[config.mk]
export PLATFORM = sky130hd
export DESIGN_NAME = serial_add_sub_flat
export DESIGN_NICKNAME = d
export VERILOG_FILES = /design/src/rtl/serial_add_sub_pkg.sv /design/src/rtl/serial_add_sub_if.sv /design/src/rtl/serial_add_sub_full_adder.sv /design/src/rtl/serial_add_sub.sv /design/src/flat_wrapper.sv
export SDC_FILE = /design/constraint.sdc
export NUM_CORES = 1
export LEC_CHECK = 0
export ABC_AREA = 1
export BUFFER_PORTS_ARGS = -buffer_cell sky130_fd_sc_hd__buf_2
export CAP_MARGIN = 5
export CORE_ASPECT_RATIO = 1.4
export CORE_MARGIN = 2
export CORE_UTILIZATION = 35
export CTS_CLUSTER_DIAMETER = 150
export DETAILED_ROUTE_END_ITERATION = 12
export PLACE_DENSITY = 0.54
export SETUP_SLACK_MARGIN = 0.02
export SLEW_MARGIN = 10
export SYNTH_ARGS = -nofsm -noshare
export SYNTH_HDL_FRONTEND = slang
export SYNTH_SLANG_ARGS = --single-unit
[constraint.sdc]
create_clock -name clk -period 2.58 [get_ports clk]
set_clock_uncertainty 0.05 [all_clocks]
set_input_delay 0.129 -clock clk [delete_from_list [all_inputs] [get_ports clk]]
set_output_delay 0.129 -clock clk [all_outputs]
set_load 0.02 [all_outputs]
[src/rtl/serial_add_sub_pkg.sv]
// Shared definitions for the multi-cycle serial adder/subtractor:
// controller state encoding and step-counter sizing.
package serial_add_sub_pkg;

    typedef enum logic [1:0] {
        ST_IDLE = 2'd0,
        ST_RUN  = 2'd1,
        ST_DONE = 2'd2
    } state_e;

    // A single-step configuration still needs a one-bit counter.
    function automatic int cnt_width(input int nstep);
        return (nstep > 1) ? $clog2(nstep) : 1;
    endfunction

endpackage

[src/rtl/serial_add_sub_if.sv]
// Request/result bundle for serial_add_sub: operands and opcode in,
// status and result out.
interface serial_add_sub_if #(
    parameter int WIDTH = 8
);
    logic             start;
    logic             sub;
    logic [WIDTH-1:0] a;
    logic [WIDTH-1:0] b;
    logic             cin;
    logic             busy;
    logic             done;
    logic [WIDTH-1:0] sum;
    logic             cout;
    logic             ovf;

    modport master (
        output start, sub, a, b, cin,
        input  busy, done, sum, cout, ovf
    );

    modport slave (
        input  start, sub, a, b, cin,
        output busy, done, sum, cout, ovf
    );
endinterface

[src/rtl/serial_add_sub_full_adder.sv]
// Single-bit full adder cell; chained to form the per-cycle slice of the
// serial adder.
module serial_add_sub_full_adder (
    input  logic a_i,
    input  logic b_i,
    input  logic c_i,
    output logic s_o,
    output logic c_o
);

    logic half_sum;

    assign half_sum = a_i ^ b_i;
    assign s_o      = half_sum ^ c_i;
    assign c_o      = (a_i & b_i) | (c_i & half_sum);

endmodule

[src/rtl/serial_add_sub.sv]
// Multi-cycle adder/subtractor: processes BPC bits per clock, LSB first,
// through a ripple chain of full adders with a registered carry between steps.
module serial_add_sub
    import serial_add_sub_pkg::*;
#(
    parameter int WIDTH = 8,
    parameter int BPC   = 1
) (
    input  logic               clk,
    input  logic               rst,
    serial_add_sub_if.slave    bus
);

    localparam int NSTEP = WIDTH / BPC;
    localparam int CW    = cnt_width(NSTEP);
    localparam logic [CW-1:0] LAST_STEP = CW'(NSTEP - 1);

    if (WIDTH < 2 || BPC < 1 || (WIDTH % BPC) != 0 || $bits(bus.a) != WIDTH) begin : g_param_check
        $error("serial_add_sub: illegal WIDTH/BPC combination or interface width");
    end

    state_e           state_q;
    logic [WIDTH-1:0] a_q;
    logic [WIDTH-1:0] b_q;
    logic [WIDTH-1:0] res_q;
    logic             carry_q;
    logic [CW-1:0]    cnt_q;
    logic             busy_q;
    logic             done_q;
    logic [WIDTH-1:0] sum_q;
    logic             cout_q;
    logic             ovf_q;

    logic [BPC:0]     chain;
    logic [BPC-1:0]   step_sum;
    logic [WIDTH-1:0] res_d;

    assign chain[0] = carry_q;

    for (genvar gi = 0; gi < BPC; gi++) begin : g_fa
        serial_add_sub_full_adder u_fa (
            .a_i (a_q[gi]),
            .b_i (b_q[gi]),
            .c_i (chain[gi]),
            .s_o (step_sum[gi]),
            .c_o (chain[gi+1])
        );
    end

    // New sum bits enter at the MSB end; the oldest bits drift towards bit 0.
    assign res_d = WIDTH'({step_sum, res_q} >> BPC);

    always_ff @(posedge clk) begin
        if (rst) begin
            state_q <= ST_IDLE;
            a_q     <= '0;
            b_q     <= '0;
            res_q   <= '0;
            carry_q <= 1'b0;
            cnt_q   <= '0;
            busy_q  <= 1'b0;
            done_q  <= 1'b0;
            sum_q   <= '0;
            cout_q  <= 1'b0;
            ovf_q   <= 1'b0;
        end else begin
            case (state_q)
                ST_IDLE, ST_DONE: begin
                    done_q <= 1'b0;
                    if (bus.start) begin
                        a_q     <= bus.a;
                        b_q     <= bus.sub ? ~bus.b : bus.b;
                        carry_q <= bus.sub ? 1'b1 : bus.cin;
                        cnt_q   <= '0;
                        busy_q  <= 1'b1;
                        state_q <= ST_RUN;
                    end else begin
                        state_q <= ST_IDLE;
                    end
                end

                ST_RUN: begin
                    a_q     <= a_q >> BPC;
                    b_q     <= b_q >> BPC;
                    carry_q <= chain[BPC];
                    res_q   <= res_d;
                    cnt_q   <= cnt_q + 1'b1;
                    if (cnt_q == LAST_STEP) begin
                        // Results are published only here, so they are never seen half-built.
                        sum_q   <= res_d;
                        cout_q  <= chain[BPC];
                        ovf_q   <= chain[BPC-1] ^ chain[BPC];
                        busy_q  <= 1'b0;
                        done_q  <= 1'b1;
                        state_q <= ST_DONE;
                    end
                end

                default: begin
                    busy_q  <= 1'b0;
                    done_q  <= 1'b0;
                    state_q <= ST_IDLE;
                end
            endcase
        end
    end

    assign bus.busy = busy_q;
    assign bus.done = done_q;
    assign bus.sum  = sum_q;
    assign bus.cout = cout_q;
    assign bus.ovf  = ovf_q;

endmodule

[src/flat_wrapper.sv]
// flat-port wrapper written by rule: the top's interface ports become plain ports
module serial_add_sub_flat import serial_add_sub_pkg::*;
#(
    parameter int WIDTH = 8,
    parameter int BPC   = 1
)
  (clk, rst, bus_start, bus_sub, bus_a, bus_b, bus_cin, bus_busy, bus_done, bus_sum, bus_cout, bus_ovf);
  serial_add_sub_if #(.WIDTH(WIDTH)) bus_i ();
  input  logic clk;
  input  logic rst;
  input wire logic [$bits(bus_i.start)-1:0] bus_start;
  input wire logic [$bits(bus_i.sub)-1:0] bus_sub;
  input wire logic [$bits(bus_i.a)-1:0] bus_a;
  input wire logic [$bits(bus_i.b)-1:0] bus_b;
  input wire logic [$bits(bus_i.cin)-1:0] bus_cin;
  output wire logic [$bits(bus_i.busy)-1:0] bus_busy;
  output wire logic [$bits(bus_i.done)-1:0] bus_done;
  output wire logic [$bits(bus_i.sum)-1:0] bus_sum;
  output wire logic [$bits(bus_i.cout)-1:0] bus_cout;
  output wire logic [$bits(bus_i.ovf)-1:0] bus_ovf;
  assign bus_i.start = bus_start;
  assign bus_i.sub = bus_sub;
  assign bus_i.a = bus_a;
  assign bus_i.b = bus_b;
  assign bus_i.cin = bus_cin;
  assign bus_busy = bus_i.busy;
  assign bus_done = bus_i.done;
  assign bus_sum = bus_i.sum;
  assign bus_cout = bus_i.cout;
  assign bus_ovf = bus_i.ovf;
  serial_add_sub #(.WIDTH(WIDTH), .BPC(BPC)) u_core (.clk(clk), .rst(rst), .bus(bus_i));
endmodule
==> impl_metrics.tcl <==
set metrics [dict create \
    outcome "finished clean" \
    slew_headroom 0.654 \
    port-buffer-count 32 \
    ctsHtreeMaxLevel 2 \
    finalMaxSlewViolations 0 \
    clk_pin_slew_worst_paths_ps 80 \
    io_pins 33 \
    rows 31 \
    yosys.area_share.adder 0.0236 \
    drtPass1Iterations 4 \
    leakage_nw 1.04 \
    syn_to_final_growth_pct 14.7 \
    post_cts_resized 0 \
    hold_class "in -> reg" \
    nNetsFinal 311 \
    rsz0062_at_grt "false" \
    grt_start_max_net_pins 27 \
    worst_pin_slew_ps 519 \
    yosys.area.top_type "dfxtp_1" \
    gr-total-overflow 0 \
    hpwl_um 2570 \
    layout-drive-gt1-share 0.240 \
    synth_xor_area_frac 0.00459 \
    insertedDiodeCount 0 \
    seq_area_frac_synth 0.430 \
    routed_wirelength_um 3740 \
    period_needed_ps 1720 \
    syn_inst 258 \
    cp-start-kind "flip-flop" \
    vias_per_cell 4.47 \
    synth_seq_cells 41 \
    wire_per_inst_um 10.6 \
    numCtsBuffers 5 \
    yosys.area_share.simple 0.332 \
    setup_tns_ps 0 \
    p_total_mw 1.38 \
    syn_avg_cell_area_um2 7.40 \
    root_buffer "clkbuf_8" \
    crit_required_ps 2720 \
    start_util 0.364 \
    fmax_ghz 0.580 \
    clkSinkCount 41 \
    drc_errors 0 \
    grt_pass1_vias 1498 \
    cp.arrival_ps 1870 \
    irDropWorstVdd_mv 0.242 \
    clock_path_buffers 2 \
    postCtsSetupRepairBufs 0 \
    synth_area_um2 1910 \
    finalHoldViolCount 0 \
    cts_tree "done" \
    seq_area_um2 821 \
    synth_warnings 0 \
    post-route-period-util 0.669 \
    pre_cts_ws_ps 846 \
    path_class "reg -> reg" \
    synth_area_leaders "dfxtp_1 43%, nand2_1 14%, nor2_1 5.9%, nand3_1 5.5%, inv_1 5.3%" \
    setup_viol 0 \
    die_h_um 91.4 \
    crit_fanout 11 \
    synth_compound_area_frac 0.104 \
    hold_buffers 0 \
    post_dp_cell_area_um2 2070 \
    antenna_found_initial 0 \
    design.core.area_um2 5240 \
    final_cell_area_um2 2190 \
    grt_use_total 0.139 \
    insertion_delay_ps 290 \
    grt_pass1_wl_um 6610 \
    power.density_nw_per_um2 633 \
    die_area_um2 6070 \
    ys_types 26 \
    end_kind "flip-flop" \
    multiInputGateArea_um2 886 \
    setup_ws_ps 855 \
    drtIter0Drc 64 \
    maxCapViolCount 0 \
    fillers 561 \
    synth_nets 282 \
    gp_congestion 0.697 \
    route.vias.total 1582 \
    antenna_left 0 \
    netlist.area_leader.share 0.430 \
    die-width_um 66.4 \
    synth_mux_area_frac 0 \
    synth_top_family_by_area "simple AND/OR/NAND/NOR gates" \
]
## through the flow
stage | hold WS (ps) | cells | utilization
final | 46.0 | 354 | 0.418
after CTS | 41.8 | 354 | 0.418
after floorplan | 158 | 258 | -
after global routing | 38.9 | 354 | 0.418
after global placement | 348 | 346 | 0.396
after detailed placement | 348 | 346 | 0.396
## worst paths after layout
path,from,end,slack (ps),cells after the start
worst max register to register,u_core.cnt_q[0],u_core.bus.sum[0],860,7
worst max-delay path,u_core.cnt_q[0],u_core.bus.sum[0],860,7
worst min-delay path,bus_a[7],u_core.a_q[7],50,3
worst min register to register,u_core.bus.sum[7],u_core.bus.sum[7],410,2
## sequential cells by signal (all words and copies together) (netlist names), 2 cells and up
register,count
u_core.a_q,8
u_core.b_q,8
u_core.bus.sum,8
u_core.cnt_q,3
u_core.res_q,7
u_core.state_q,2
## cells by family (layout without fill, tap and decap cells)
group | count (synthesis) | in the layout
flops | 41 | 41
buf+inv | 41 | 71
compound gates | 33 | 33
simple gates | 139 | 139
fa+ha+maj | 3 | 3
xor+xnor | 1 | 1
## where the power goes
group          internal (mW)  switching [mW]
clock                  0.290           0.230
combinational         0.0644           0.108
sequential             0.667          0.0250
total                   1.02           0.364
## layer usage
layer  GRT usage  wire length [µm]  vias up
met4      0.0510                53        0
met1       0.173              1790      696
li1            -                 -      855
met3      0.0335               120        5
met2       0.228              1770       26
met5           0                 0        -
## synthesized netlist by cell type, drive strengths merged
library cell  instances
nand3                21
nor2                 33
a21oi                20
clkbuf                4
ha                    2
nand2                83
nor3                  2
dfxtp                41
inv                  29
buf                   7
fa                    1
o21ai                13
xor2                  1
clkinv                1
## cell type report
class                   count  share of cell area
clock inverters             3              0.0212
flip-flops and latches     41               0.375
well taps                  66              0.0377
clock buffers               5              0.0314
inverters                  30              0.0532
multi-input cells         176               0.405
repair buffers             33              0.0766
## layout by cell type (no fill, tap or decap)
cell type	count
a21oi_1	11
a21oi_2	9
buf_2	32
buf_4	1
bufinv_16	1
clkbuf_8	5
clkinv_2	1
clkinv_4	1
clkinvlp_4	1
dfxtp_1	41
fa_1	1
ha_1	2
inv_1	27
inv_2	1
inv_4	1
nand2_1	70
nand2_2	10
nand2_4	2
nand2_8	1
nand3_1	21
nor2_1	30
nor2_2	1
nor2_4	1
nor2_8	1
nor3_1	2
o21ai_0	13
xor2_1	1
## critical path, cell delays in order, from the launching register on
cell and delay [ps]:
dfxtp_1 360, ha_1 160, ha_1 170, inv_1 80, nor2_2 330, inv_1 280
nor2_1 140, nor2_1 60
No activity file was read; power rests on OpenSTA's default activity.
